$ cat src/rtl/rst_req_gen.sv
// Reset-request source: turns a raw pushbutton or a one-cycle soft request into one clean, stretched rst_req pulse.
// Hold-off and button-release wait after each pulse guarantee exactly one pulse per press; requests arriving while busy are dropped.
module rst_req_gen #(
    parameter int SYNC_STAGES     = 2,
    parameter int DEBOUNCE_CYCLES = 16,
    parameter int PULSE_CYCLES    = 8,
    parameter int HOLDOFF_CYCLES  = 32
) (
    input  logic       clk,
    input  logic       rst,
    input  logic       btn_raw,
    input  logic       sw_req,
    output logic       rst_req,
    output logic       busy,
    output logic [7:0] req_count
);

    localparam int MAX_A = (DEBOUNCE_CYCLES > PULSE_CYCLES) ? DEBOUNCE_CYCLES : PULSE_CYCLES;
    localparam int MAX_P = (MAX_A > HOLDOFF_CYCLES) ? MAX_A : HOLDOFF_CYCLES;
    localparam int CW    = $clog2(MAX_P + 1);

    // The IDLE cycle that first sees btn_s already counts as debounce cycle 1.
    localparam logic [CW-1:0] DB_LAST    = CW'((DEBOUNCE_CYCLES >= 2) ? DEBOUNCE_CYCLES - 2 : 0);
    localparam logic [CW-1:0] PULSE_LAST = CW'(PULSE_CYCLES - 1);
    localparam logic [CW-1:0] HOLD_LAST  = CW'(HOLDOFF_CYCLES - 1);

    typedef enum logic [1:0] {
        IDLE     = 2'd0,
        DEBOUNCE = 2'd1,
        ASSERT   = 2'd2,
        HOLDOFF  = 2'd3
    } state_e;

    logic [SYNC_STAGES-1:0] sync_q;
    logic                   btn_s;
    state_e                 state_q, state_d;
    logic [CW-1:0]          cnt_q, cnt_d;
    logic                   rst_req_q;
    logic                   busy_q;
    logic [7:0]             req_count_q;

    assign btn_s = sync_q[SYNC_STAGES-1];

    always_comb begin
        state_d = state_q;
        cnt_d   = cnt_q;
        case (state_q)
            IDLE: begin
                if (sw_req) begin
                    state_d = ASSERT;
                end else if (btn_s) begin
                    if (DEBOUNCE_CYCLES == 1) begin
                        state_d = ASSERT;
                    end else begin
                        state_d = DEBOUNCE;
                    end
                end
            end
            DEBOUNCE: begin
                if (sw_req) begin
                    state_d = ASSERT;
                end else if (!btn_s) begin
                    state_d = IDLE;
                end else if (cnt_q == DB_LAST) begin
                    state_d = ASSERT;
                end else begin
                    cnt_d = cnt_q + 1'b1;
                end
            end
            ASSERT: begin
                if (cnt_q == PULSE_LAST) begin
                    state_d = HOLDOFF;
                end else begin
                    cnt_d = cnt_q + 1'b1;
                end
            end
            HOLDOFF: begin
                // Counter parks at its last value while a held button keeps us here.
                if (cnt_q != HOLD_LAST) begin
                    cnt_d = cnt_q + 1'b1;
                end else if (!btn_s) begin
                    state_d = IDLE;
                end
            end
            default: begin
                state_d = IDLE;
            end
        endcase
        if (state_d != state_q) begin
            cnt_d = '0;
        end
    end

    always_ff @(posedge clk or posedge rst) begin
        if (rst) begin
            sync_q      <= '0;
            state_q     <= IDLE;
            cnt_q       <= '0;
            rst_req_q   <= 1'b0;
            busy_q      <= 1'b0;
            req_count_q <= 8'd0;
        end else begin
            sync_q    <= {sync_q[SYNC_STAGES-2:0], btn_raw};
            state_q   <= state_d;
            cnt_q     <= cnt_d;
            rst_req_q <= (state_q == ASSERT);
            busy_q    <= (state_q != IDLE);
            if ((state_d == ASSERT) && (state_q != ASSERT) && (req_count_q != 8'hFF)) begin
                req_count_q <= req_count_q + 8'd1;
            end
        end
    end

    assign rst_req   = rst_req_q;
    assign busy      = busy_q;
    assign req_count = req_count_q;

endmodule

$ cat config.mk
export PLATFORM = sky130hd
export DESIGN_NAME = rst_req_gen
export DESIGN_NICKNAME = d
export VERILOG_FILES = /design/src/rtl/rst_req_gen.sv
export SDC_FILE = /design/constraint.sdc
export NUM_CORES = 1
export LEC_CHECK = 0
export CAP_MARGIN = 20
export CELL_PAD_IN_SITES_DETAIL_PLACEMENT = 1
export CELL_PAD_IN_SITES_GLOBAL_PLACEMENT = 1
export CORE_ASPECT_RATIO = 1.1
export CORE_UTILIZATION = 46
export DETAILED_ROUTE_END_ITERATION = 8
export PLACE_DENSITY = 0.89
export SLEW_MARGIN = 0
export SYNTH_ARGS = -nofsm -noshare
export SYNTH_HDL_FRONTEND = slang
export SYNTH_SLANG_ARGS = --single-unit
$ cat constraint.sdc
create_clock -name clk -period 5.1 [get_ports clk]
set_input_delay 1.275 -clock clk [delete_from_list [all_inputs] [get_ports clk]]
set_output_delay 1.275 -clock clk [all_outputs]
set_load 0.02 [all_outputs]
==> results.json, run 1 <==
{
  "outcome": "completed",
  "synth_cell_types": 45,
  "drive_above_1_share_pct": 8.87,
  "tightest_slew_ns": 0.747,
  "share_comb_of_total_power_pct": 40.0,
  "layout_common_cells": "20 x dfrtp_1, 13 x clkdlybuf4s50_1, 8 x inv_1",
  "syn_area_per_cell_um2": 10.5,
  "syn_inst": 112,
  "fp.dieH_um": 55.1,
  "critical_path_class": "reg2out",
  "start_kind": "flop",
  "wl_mm": 2.89,
  "path_clk_slew_ns": 0.11,
  "clockPowerShare_pct": 15.2,
  "finalSetupViolations": 0,
  "mostFrequentLayoutCell": "dfrtp_1",
  "grt_pass1_wl_mm": 4.89,
  "cap_violations": 0,
  "seqPwrFrac_pct": 44.8,
  "p_sw_share_pct": 40.9,
  "end_kind": "primary output",
  "powerDensity_nw_per_um2": 443,
  "numCtsBuffers": 3,
  "dieArea_um2": 2770,
  "ctsLongestPathBuffers": 2,
  "finalSetupTns_ns": 0,
  "final_nets": 132,
  "crit_path_max_incr_delay_ns": 0.66,
  "cp_max_fo": 5,
  "drt_iter0_drc": 16,
  "grtUsageTotal_pct": 24.5,
  "cts_tree": "built",
  "clk_latency_ns": 0.31,
  "grt_max_degree": 21,
  "rsz0062_at_grt": "no",
  "hp-class": "reg2reg",
  "crit_required_ns": 3.83,
  "multiInputGateArea_um2": 626,
  "p_int_uw": 356,
  "grt_pass1_vias": 998,
  "path_cells": "clkdlybuf4s50_1",
  "htree_num_levels": 1,
  "max_slew_margin_pct": 50.1,
  "use_met3_pct": 4.10,
  "crit_arrival_ns": 1.43,
  "cts_setup_buffers": 0,
  "cp_slowest_cell": "clkdlybuf4s50_1",
  "synthFlopType": "dfrtp_1",
  "row_count": 18,
  "place_inst": 150,
  "instances_no_fill": 154,
  "hold_buffers": 0,
  "syn-num-nets": 119,
  "p_sw_uw": 246,
  "final.fill_count": 273,
  "hold_violations": 0,
  "vias": 937,
  "area_growth_pct": 15.3,
  "hpwl_mm": 2.09,
  "core_area_um2": 2340,
  "die_w_um": 50.3,
  "min_period_ns": 2.70,
  "postRouteAntennaNets": 0,
  "start_util_pct": 50.4,
  "ctsRootBufferMaster": "clkbuf_4",
  "drc": 0,
  "numClockSinks": 20,
  "synth_area_um2": 1180,
  "cp_top_family": "buffers and inverters",
  "diodes": 0,
  "place.gp.congestion": 0.888,
  "use_met1_pct": 29.7,
  "grtUsageMet2_pct": 44.0,
  "period_share_pct": 53.0,
  "seq_area_um2": 500,
  "viasPerCell": 6.08,
  "grt.busiest_layer": "met2",
  "async_reset_ff_share_pct": 100,
  "drv_slew": 0,
  "skew_ns": 0.00443,
  "synth-seq-area-share_pct": 42.4,
  "drtPass1Iterations": 4,
  "cp_num_buf_inv": 1,
  "wl_per_cell_um": 18.8,
  "fmax_mhz": 370,
  "cts_resized": 0,
  "port_buffers": 13,
  "synth_edf_count": 0,
  "ys_ff_latch": 20,
  "io_pins": 14,
  "gr-total-overflow": 0,
  "antenna_found_initial": 0,
  "ys_warn_count": 0,
  "peakVddDrop_mv": 0.257,
  "p_leak_nw": 0.571
}
==> sequential cells by signal, summed over array words and instances, names as in the netlist <==
register / count
cnt_q: 6
busy: 1
rst_req: 1
state_q: 2
sync_q: 2
req_count: 8
==> power by group through the flow <==
stage          combinational, mW  sequential, mW  clock (mW)
2_1_floorplan              0.169           0.258           0
3_3_place_gp               0.228           0.265           0
3_5_place_dp               0.239           0.270           0
4_1_cts                    0.242           0.268      0.0967
5_1_grt                    0.265           0.278       0.103
6_report                   0.241           0.270      0.0917
==> through the flow <==
step	total power, mW	hold WS (ns)	cell area [µm²]	setup slack, ns	utilization, %
finish	0.602	0.361	1360	2.40	58.1
global route	0.647	0.381	1360	2.34	58.1
CTS	0.607	0.367	1360	2.38	58.1
detailed placement	0.509	0.342	1320	2.20	56.5
global placement	0.493	0.335	1320	2.26	56.5
floorplan	0.427	0.331	1180	2.89	-
==> cells by family after synthesis <==
kind of cell	Yosys count	share of synthesized area, %
AO/OA/AOI/OAI	25	17.3
XOR/XNOR	7	5.20
adder cells (fa/ha/maj)	3	3.18
buffers and inverters	13	4.56
flip-flops	20	42.4
multiplexers	6	5.20
AND/OR/NAND/NOR	38	22.2
==> final timing paths <==
| kind | cells after the start | start | slack, ns | to |
|---|---|---|---|---|
| min in group asynchronous | 2 | rst | 1.38 | sync_q[0] |
| setup reg to reg | 4 | cnt_q[2] | 3.14 | req_count[1] |
| setup / recovery | 1 | req_count[4] | 2.40 | req_count[4] |
| hold / removal | 0 | sync_q[0] | 0.36 | sync_q[1] |
| hold reg to reg | 0 | sync_q[0] | 0.36 | sync_q[1] |
| max in group asynchronous | 2 | rst | 3.25 | cnt_q[2] |
==> final cells by class <==
cell class	instances	share of cell area (%)
clock buffers	4	2.67
inverters	8	2.21
multi-input cells	79	46.0
flip-flops and latches	20	36.8
well taps	30	2.76
repair buffers	13	9.57
==> cells in the mapped netlist (all sizes together) (3+ instances only) <==
library cell	count	area [µm²]
a221oi	5	43.8
buf	4	20.0
dfrtp	20	500
ha	3	37.5
inv	8	30.0
mux2i	5	50.1
nand2	4	15.0
nand3	3	15.0
nand4	7	43.8
nor2b	3	21.3
nor4	3	25.0
o21ai	6	30.0
xor2	7	61.3
==> routing by layer <==
metal / up-vias / wire length [µm]
met1: 460 / 1280
met2: 25 / 1460
li1: 447 / -
met4: 0 / 48
met3: 5 / 98
met5: - / 0
Power figures use the tool's default switching activity.
==> inputs of run 2 (changes only) <==
--- a/config.mk
+++ b/config.mk
@@ -9,9 +9,9 @@
 export CELL_PAD_IN_SITES_DETAIL_PLACEMENT = 1
 export CELL_PAD_IN_SITES_GLOBAL_PLACEMENT = 1
 export CORE_ASPECT_RATIO = 1.1
-export CORE_UTILIZATION = 46
+export CORE_UTILIZATION = 43
 export DETAILED_ROUTE_END_ITERATION = 8
-export PLACE_DENSITY = 0.89
+export PLACE_DENSITY = 0.84
 export SLEW_MARGIN = 0
 export SYNTH_ARGS = -nofsm -noshare
 export SYNTH_HDL_FRONTEND = slang
==> constraint.sdc (replaced) <==
create_clock -name clk -period 2.83 [get_ports clk]
set_input_delay 0.7075 -clock clk [delete_from_list [all_inputs] [get_ports clk]]
set_output_delay 0.7075 -clock clk [all_outputs]
set_load 0.02 [all_outputs]
==> run 2 against run 1 <==
Effect of this change: first-iteration DRC count increased by 6.3%; routed wire length decreased by 5.6%; clock power grew 76%; power grew 79%; setup slack got worse by 1.7 ns; worst hold slack better by 0.00057 ns; register-to-register slack got worse by 2.3 ns; critical path depth is the same; sequential power is 80% higher; combinational power is 78% higher; sequential cell count stayed put; critical path type unchanged.
==> results.json, run 2 (synthesis gave the netlist of run 1 again) <==
{
  "gr-total-overflow": 0,
  "largest_register_ffs": 8,
  "ctsRootBufferMaster": "clkbuf_4",
  "io_pins": 14,
  "area_growth_pct": 15.4,
  "drtPass1Iterations": 4,
  "crit_path_max_incr_delay_ns": 0.65,
  "cp_top_family": "buffers and inverters",
  "fin_area_um2": 1360,
  "ctsLongestPathBuffers": 2,
  "postRouteAntennaNets": 0,
  "grtUsageTotal_pct": 22.3,
  "numClockSinks": 20,
  "cts_resized": 0,
  "outcome": "completed",
  "hold_buffers": 0,
  "wirelength_met1_mm": 1.25,
  "cp_slowest_cell": "clkdlybuf4s50_1",
  "place.gp.congestion": 0.907,
  "layout_common_cells": "20 x dfrtp_1, 13 x clkdlybuf4s50_1, 8 x inv_1",
  "grt_pass1_wl_mm": 4.91,
  "hold_violations": 0,
  "max_slew_margin_pct": 50.4,
  "cap_violations": 0,
  "diodes": 0,
  "end_kind": "primary output",
  "cts_setup_buffers": 0,
  "placed_cell_area_um2": 1330,
  "grt_max_degree": 21,
  "path_clk_slew_ns": 0.11,
  "finalSetupViolations": 0,
  "htree_num_levels": 1,
  "drt_iter0_drc": 17,
  "met2WireLength_mm": 1.35,
  "cp_max_fo": 5,
  "p_leak_nw": 0.571,
  "fmax_mhz": 474,
  "drive_above_1_share_pct": 8.87,
  "drv_slew": 0,
  "critical_path_class": "reg2out",
  "finalSetupTns_ns": 0,
  "row_count": 19,
  "grt_pass1_vias": 1043,
  "core_area_um2": 2540,
  "mostFrequentLayoutCell": "dfrtp_1",
  "crit_start": "req_count[2]",
  "start_util_pct": 46.4,
  "fp.dieH_um": 56.9,
  "min_from": "sync_q[0]",
  "port_buffers": 13,
  "powerDensity_nw_per_um2": 790,
  "r2r-start": "cnt_q[3]",
  "die_w_um": 51.9,
  "wl_per_cell_um": 17.6,
  "met3_length_um": 58,
  "clk_latency_ns": 0.29,
  "dieArea_um2": 2960,
  "period_share_pct": 74.6,
  "numCtsBuffers": 3,
  "start_kind": "flop",
  "cp_num_buf_inv": 1,
  "crit_required_ns": 2.12,
  "min_period_ns": 2.11,
  "tightest_slew_ns": 0.743,
  "hp-class": "reg2reg",
  "antenna_found_initial": 0,
  "vias": 956,
  "cts_tree": "built",
  "wl_mm": 2.73,
  "final_nets": 132,
  "crit_arrival_ns": 1.40,
  "rsz0062_at_grt": "no",
  "path_cells": "clkdlybuf4s50_1",
  "topRoutingLayerUsed": "met4",
  "drc": 0,
  "skew_ns": 0.00958,
  "peakVddDrop_mv": 0.398,
  "hpwl_mm": 2.08,
  "viasPerCell": 6.17
}
## run 2: cell counts in the layout (fill, tap and decap cells not counted)
No cell type changed its count.
## run 2: final timing paths
| kind | to | cells past startpoint | slack (ns) |
|---|---|---|---|
| setup reg to reg | req_count[1] | 4 | 0.86 |
| hold / removal | sync_q[1] | 0 | 0.36 |
| setup / recovery | req_count[2] | 1 | 0.72 |
| max in group asynchronous | cnt_q[5] | 2 | 1.53 |
| min in group asynchronous | req_count[7] | 2 | 0.83 |
| hold reg to reg | sync_q[1] | 0 | 0.36 |
## run 2: final cells by class
| class | count | area, µm² |
|---|---|---|
| fillers | 287 | 1180 |
| multi-input cells | 79 | 626 |
| flip-flops and latches | 20 | 500 |
| repair buffers | 13 | 130 |
| well taps | 31 | 38.8 |
| clock buffers | 4 | 36.3 |
| inverters | 8 | 30.0 |
## run 2: report_power, final
group / internal [mW] / switching, mW
sequential: 0.363 / 0.122
clock: 0.0783 / 0.0825
combinational: 0.201 / 0.229
## run 2: metrics by stage
stage / power [mW] / worst slack (ns) / hold slack, ns / util, % / std cells
CTS: 1.09 / 0.703 / 0.366 / 53.5 / 155
detailed placement: 0.921 / 0.474 / 0.341 / 52.1 / 151
global placement: 0.890 / 0.577 / 0.334 / 52.1 / 151
finish: 1.08 / 0.719 / 0.362 / 53.5 / 155
floorplan: 0.769 / 1.12 / 0.331 / - / 112
global route: 1.17 / 0.654 / 0.377 / 53.5 / 155
## run 2: metal layers
metal  track usage (%)  up-vias
met5                 0        -
met4              11.6        0
met3              4.27       10
met2              34.8       20
met1              29.1      475
li1                  -      451
